**src/rtl/freq_counter_mc.sv**
```systemverilog
// rtl/freq_counter_mc.sv - multi-channel gate-width / period counter in the clk_samp domain (optional FREQ_CNT_SAT_EN: saturating counters)
module freq_counter_mc #(
    parameter int NUM_CH      = 4,
    parameter int CNT_W       = 32,
    parameter int SYNC_STAGES = 2,
    parameter int MODE        = 0
) (
    input  logic                     clk_samp,
    input  logic                     sys_if_rstn,
    input  logic [NUM_CH-1:0]        en_sample,
    output logic [NUM_CH*CNT_W-1:0]  clk_count,
    output logic [NUM_CH-1:0]        count_valid,
    output logic [NUM_CH-1:0]        count_ovf
);

    localparam bit              PERIOD_MODE = (MODE != 0);
    localparam logic [CNT_W-1:0] CNT_ONES   = '1;
    localparam logic [CNT_W-1:0] CNT_ONE    = CNT_W'(1);

    // Synchroniser chains and delayed copy of each synchronised input
    logic [SYNC_STAGES-1:0] sync_q [NUM_CH];
    logic [SYNC_STAGES-1:0] sync_d [NUM_CH];
    logic [NUM_CH-1:0]      dly_q, dly_d;

    // Registered edge pulses
    logic [NUM_CH-1:0]      start_q, start_d;
    logic [NUM_CH-1:0]      end_q, end_d;

    // Fills with ones after reset; edge detection stays masked until the
    // synchroniser and delay flop both hold post-reset samples, so an input
    // already high at reset release is not mistaken for a rising edge.
    logic [SYNC_STAGES:0]   prime_q, prime_d;

    // Running counters and their overflow history
    logic [CNT_W-1:0]       cnt_q [NUM_CH];
    logic [CNT_W-1:0]       cnt_d [NUM_CH];
    logic [NUM_CH-1:0]      ovf_q, ovf_d;
    logic [NUM_CH-1:0]      armed_q, armed_d;

    // Published results
    logic [CNT_W-1:0]       res_q [NUM_CH];
    logic [CNT_W-1:0]       res_d [NUM_CH];
    logic [NUM_CH-1:0]      valid_q, valid_d;
    logic [NUM_CH-1:0]      ovf_out_q, ovf_out_d;

    // Synchronise inputs and detect rising/falling edges of the synchronised level
    always_comb begin
        prime_d = {prime_q[SYNC_STAGES-1:0], 1'b1};
        dly_d   = '0;
        start_d = '0;
        end_d   = '0;
        for (int i = 0; i < NUM_CH; i++) begin
            sync_d[i]  = {sync_q[i][SYNC_STAGES-2:0], en_sample[i]};
            dly_d[i]   = sync_q[i][SYNC_STAGES-1];
            start_d[i] = prime_q[SYNC_STAGES] &  sync_q[i][SYNC_STAGES-1] & ~dly_q[i];
            end_d[i]   = prime_q[SYNC_STAGES] & ~sync_q[i][SYNC_STAGES-1] &  dly_q[i];
        end
    end

    // Running counter: restart at 1 on start, otherwise count up and flag overflow
    always_comb begin
        ovf_d   = ovf_q;
        armed_d = armed_q | start_q;
        for (int i = 0; i < NUM_CH; i++) begin
            cnt_d[i] = cnt_q[i];
            if (start_q[i]) begin
                cnt_d[i] = CNT_ONE;
                ovf_d[i] = 1'b0;
            end else begin
                if (cnt_q[i] == CNT_ONES) begin
                    ovf_d[i] = 1'b1;
                end
`ifdef FREQ_CNT_SAT_EN
                if (cnt_q[i] != CNT_ONES) begin
                    cnt_d[i] = cnt_q[i] + CNT_ONE;
                end
`else
                cnt_d[i] = cnt_q[i] + CNT_ONE;
`endif
            end
        end
    end

    // Publish the pre-update count on end (gate mode) or start (period mode) once armed
    always_comb begin
        valid_d   = '0;
        ovf_out_d = ovf_out_q;
        for (int i = 0; i < NUM_CH; i++) begin
            res_d[i] = res_q[i];
            if ((PERIOD_MODE ? start_q[i] : end_q[i]) && armed_q[i]) begin
                res_d[i]     = cnt_q[i];
                ovf_out_d[i] = ovf_q[i];
                valid_d[i]   = 1'b1;
            end
        end
    end

    // State registers, all cleared asynchronously by sys_if_rstn
    always_ff @(posedge clk_samp or negedge sys_if_rstn) begin
        if (!sys_if_rstn) begin
            prime_q   <= '0;
            dly_q     <= '0;
            start_q   <= '0;
            end_q     <= '0;
            ovf_q     <= '0;
            armed_q   <= '0;
            valid_q   <= '0;
            ovf_out_q <= '0;
            for (int i = 0; i < NUM_CH; i++) begin
                sync_q[i] <= '0;
                cnt_q[i]  <= '0;
                res_q[i]  <= '0;
            end
        end else begin
            prime_q   <= prime_d;
            dly_q     <= dly_d;
            start_q   <= start_d;
            end_q     <= end_d;
            ovf_q     <= ovf_d;
            armed_q   <= armed_d;
            valid_q   <= valid_d;
            ovf_out_q <= ovf_out_d;
            for (int i = 0; i < NUM_CH; i++) begin
                sync_q[i] <= sync_d[i];
                cnt_q[i]  <= cnt_d[i];
                res_q[i]  <= res_d[i];
            end
        end
    end

    for (genvar g = 0; g < NUM_CH; g++) begin : g_out
        assign clk_count[g*CNT_W +: CNT_W] = res_q[g];
    end

    assign count_valid = valid_q;
    assign count_ovf   = ovf_out_q;

endmodule

```
**config.mk**
```make
export PLATFORM = sky130hd
export DESIGN_NAME = freq_counter_mc
export DESIGN_NICKNAME = d
export VERILOG_FILES = /design/src/rtl/freq_counter_mc.sv
export SDC_FILE = /design/constraint.sdc
export NUM_CORES = 1
export LEC_CHECK = 0
export CORE_MARGIN = 2
export CORE_UTILIZATION = 56
export CTS_BUF_LIST = sky130_fd_sc_hd__clkbuf_8 sky130_fd_sc_hd__clkbuf_16
export DETAILED_ROUTE_END_ITERATION = 16
export HOLD_SLACK_MARGIN = 0.02
export PLACE_DENSITY_LB_ADDON = 0.12
export SETUP_SLACK_MARGIN = 0.3
export SYNTH_ARGS = -nofsm -noshare
export SYNTH_HDL_FRONTEND = slang
export SYNTH_SLANG_ARGS = --single-unit
```
**constraint.sdc**
```tcl
create_clock -name clk_samp -period 3.5 [get_ports clk_samp]
set_input_delay 0.7 -clock clk_samp [delete_from_list [all_inputs] [get_ports clk_samp]]
set_output_delay 0.7 -clock clk_samp [all_outputs]
set_load 0.01 [all_outputs]
```
---- Yosys cells after proc, flatten, opt, wreduce, memory -nomap -nowiden ----
Cells that the tools add are included.
word-level totals
  latch bits .............................. 0
  memory bits (writable) .................. 0
  bits in registers ....................... 295
  word-level logic and storage cells ...... 83
  output and inout bits ................... 136
  memories kept ........................... 0
  ROM bits ................................ 0
  input port bits ......................... 6
operators by class
  reductions and logical operators ........ 8
  $mul .................................... 0
  equality and inequality tests ........... 4
  bitwise gates (word level) .............. 25
  muxes and demuxes ....................... 16
  div/mod/pow operators ................... 0
  magnitude comparators ................... 0
  shifts and indexed selects .............. 0
  $add $sub $neg .......................... 4
operators by type and width
  kind                                                              count
  32-bit by 1-bit adder with 32-bit output (second input constant)  4
  32-bit equality test (second input constant)                      4
  32-bit two-way mux                                                4
  1-bit bitwise AND                                                 16
  1-bit two-way mux                                                 12
  1-bit NOT                                                         8
  2-bit nonzero test                                                4
  1-bit logical AND                                                 4
  4-bit OR                                                          1

---- Longest topological paths before layout ----
  depth in word-level cells ............... 3
  gate-level depth with buffers ........... 7
  mapped depth without buffers ............ 5

---- Least setup slack after synthesis ----
OpenSTA, ideal clock, no wires.
  path type ............................... register to register
  from .................................... register cnt_q[64] in the netlist's numbering
  to ...................................... register cnt_q[88] in the netlist's numbering
  slack ................................... 1.541 ns
  path buffers ............................ 2
  stages on the path, launching flop included .. 8
  arrival time ............................ 1.881 ns
  data required time ...................... 3.422 ns
  cells stage by stage .................... dfrtp_1 ha_1 nand4_1 or3_1 clkbuf_1 buf_2 or3_1 a21oi_1
RTL lines
  element                            RTL line  text
  from (decl)                        35        logic [CNT_W-1:0] cnt_q [NUM_CH];
  from (signal, indexed assignment)  125       cnt_q[i] <= cnt_d[i];

==> impl_metrics.json <==
{
  "path_max_fanout": 17,
  "grt_max_degree": 85,
  "drtIter0Drc": 509,
  "wirelength_um": 24100,
  "period_needed_ns": 2.26,
  "fp.dieH_um": 153,
  "maxSlewViolCount": 0,
  "gp_congestion": 0.761,
  "synthTopCellsByArea": "dfrtp_1 (60%), mux2_2 (11%), xor2_1 (2.4%)",
  "io_pins": 142,
  "port_buffers": 141,
  "core_area_mm2": 0.0218,
  "ir_drop_mv": 0.410,
  "layout.cells.non_filler": 1474,
  "powerDensity_mw_per_mm2": 505,
  "h-tree-depth": 1,
  "yosys.area.top_type": "dfrtp_1",
  "finalCritPeriodShare_pct": 64.7,
  "start_util_pct": 57.0,
  "post-place-ws_ns": 1.27,
  "cts_inserted_buffers": 30,
  "hp-class": "in2async",
  "cp.arrival_ns": 2.69,
  "rsz0062_at_grt": "no",
  "dieArea_mm2": 0.0233,
  "final_cell_mix": "dfrtp_1 (295), clkdlybuf4s50_1 (140), mux2_2 (126), nor2_1 (67), nand2_1 (64)",
  "antenna_found_initial": 0,
  "place_inst": 1424,
  "clk_latency_ns": 0.54,
  "crit_path_cell_trace": "nand4_4 -> or4_1 -> nor4_1 -> mux2_2",
  "hold_buffers": 0,
  "syn-cell-area_mm2": 0.0124,
  "cts_tree": "built",
  "drive_gt1_share_pct": 15.7,
  "routed-via-count": 8434,
  "hpwl_um": 15600,
  "syn_inst": 1046,
  "grt_overflow": 0,
  "setup_viol": 0,
  "die_w_um": 153,
  "ys_seq_area_share_pct": 59.6,
  "grt_pass1_wl_um": 41000,
  "synth_top_area_share_pct": 59.6,
  "synthDistinctLibCells": 39,
  "worst-setup-path-type": "reg2reg",
  "nNetsFinal": 1186,
  "syn_avg_cell_area_um2": 11.9,
  "cap_viol_max_count": 0,
  "n_antenna_cell": 0,
  "timing.slew.headroom_pct": 33.4,
  "clkTransAtPathRegs_ns": 0.06,
  "dr.pass1.iters": 5,
  "setup_slack_ns": 1.24,
  "fin_util_pct": 68.8,
  "slowest_delay_ns": 0.78,
  "fmax_mhz": 442,
  "grt_pass1_vias": 8091,
  "start_kind": "flop",
  "postCtsSetupBuffers": 0,
  "rows": 54,
  "finalHoldViolCount": 0,
  "drc": 0,
  "final_common_cell": "dfrtp_1",
  "cts-root-buf": "clkbuf_16",
  "fin_skew_ns": 0.0105,
  "ys_dominant_reg_cell": "dfrtp_1",
  "worst_setup_path_end_kind": "flop",
  "syn2layout_area_growth_pct": 20.7,
  "setup_tns_ns": 0,
  "cts-resized-gates": 0,
  "required_ns": 3.92,
  "post_drt_via_cell_ratio": 5.72,
  "final_antenna_net_count": 0,
  "critical_path.slowest_cell": "or4_1",
  "status": "finished clean",
  "p_leak_nw": 6.69,
  "cts_buffer_depth": 3,
  "clock-sinks": 295,
  "synth_nets": 1056,
  "synth-seq-cells": 295,
  "worstMarginPinSlew_ns": 0.999,
  "yosysWarnings": 0,
  "synth_edf_count": 0,
  "r2r_setup_slack_ns": 1.24,
  "track_usage_pct": 20.7,
  "routedWlPerCell_um": 16.4,
  "async_reset_ff_share_pct": 100
}
## synth_stat cells, types with 3 or more instances
library cell	count
and3b_1	3
and4_1	21
mux2_2	126
and3_1	10
nor3_1	8
ha_1	4
and2_1	3
buf_2	3
or4_1	39
or2_2	4
a21oi_1	59
dfrtp_1	295
nor2_1	67
nor4_1	11
nand4_1	36
nand2_1	64
buf_6	4
o21ai_0	36
or3_1	22
xnor2_1	15
clkbuf_1	43
nand3_1	40
buf_1	6
inv_1	23
nor2b_1	11
o21a_1	4
o31ai_1	37
xor2_1	34
o31a_1	3
nand2b_1	6
## routing by layer
metal | part of all wire [%] | GRT usage (%) | vias up
met1 | 46 | 30.5 | 4175
met3 | 5.3 | 3.95 | 41
li1 | - | - | 4028
met5 | 0 | 0 | -
met2 | 47 | 32.2 | 190
met4 | 1.7 | 4.89 | 0
## sequential cells by signal, indices dropped and copies added (netlist names)
signal,cells
clk_count,128
count_valid,4
count_ovf,4
start_q,4
prime_q,3
sync_d,4
ovf_q,4
end_q,4
dly_q,4
dly_d,4
cnt_q,128
armed_q,4
## power by group
group          internal (mW)  switching, mW  leakage [nW]
sequential              3.63          0.236          4.00
combinational          0.405          0.348          2.20
clock                   1.70           1.24         0.492
## path summary, 6_finish.rpt
kind | cells after the start | startpoint | to
max | 4 | cnt_q[69] | cnt_q[93]
min | 1 | sys_if_rstn | clk_count[123]
max reg2reg | 4 | cnt_q[69] | cnt_q[93]
min reg2reg | 0 | sync_d[7] | dly_d[0]
max in group asynchronous | 2 | sys_if_rstn | clk_count[67]
min in group clk_samp | 0 | sync_d[7] | dly_d[0]
## worst max-delay path: cells and delay by family, from the launching register on
| kind | cells | cell delay, ns |
|---|---|---|
| AND/OR/NAND/NOR | 3 | 1.26 |
| flip-flops | 1 | 0.49 |
| multiplexers | 1 | 0.38 |
## per-stage QoR
stage                     power, mW  instance area [um2]  hold WS (ns)
after floorplan                4.25                12400         0.331
after global placement         4.67                14100         0.332
after detailed placement       4.69                14100         0.336
after CTS                      7.66                15000         0.180
after global routing           7.89                15000         0.219
final                          7.56                15000         0.154
## area by class of cell
class / instances / area (um2)
well taps: 280 / 350
clock buffers: 37 / 858
repair buffers: 154 / 1550
clock inverters: 13 / 51.3
fillers: 1618 / 6790
multi-input cells: 672 / 4680
inverters: 23 / 86.3
flip-flops and latches: 295 / 7380
## cell families after synthesis
family,after synthesis,synth area share (%)
AO/OA/AOI/OAI,141,6.67
XOR/XNOR,49,3.46
adder cells (fa/ha/maj),4,0.404
buffers and inverters,79,2.66
flip-flops,295,59.6
multiplexers,126,11.4
other,1,0.0303
AND/OR/NAND/NOR,351,15.8
(Power assumes the default switching activity.)
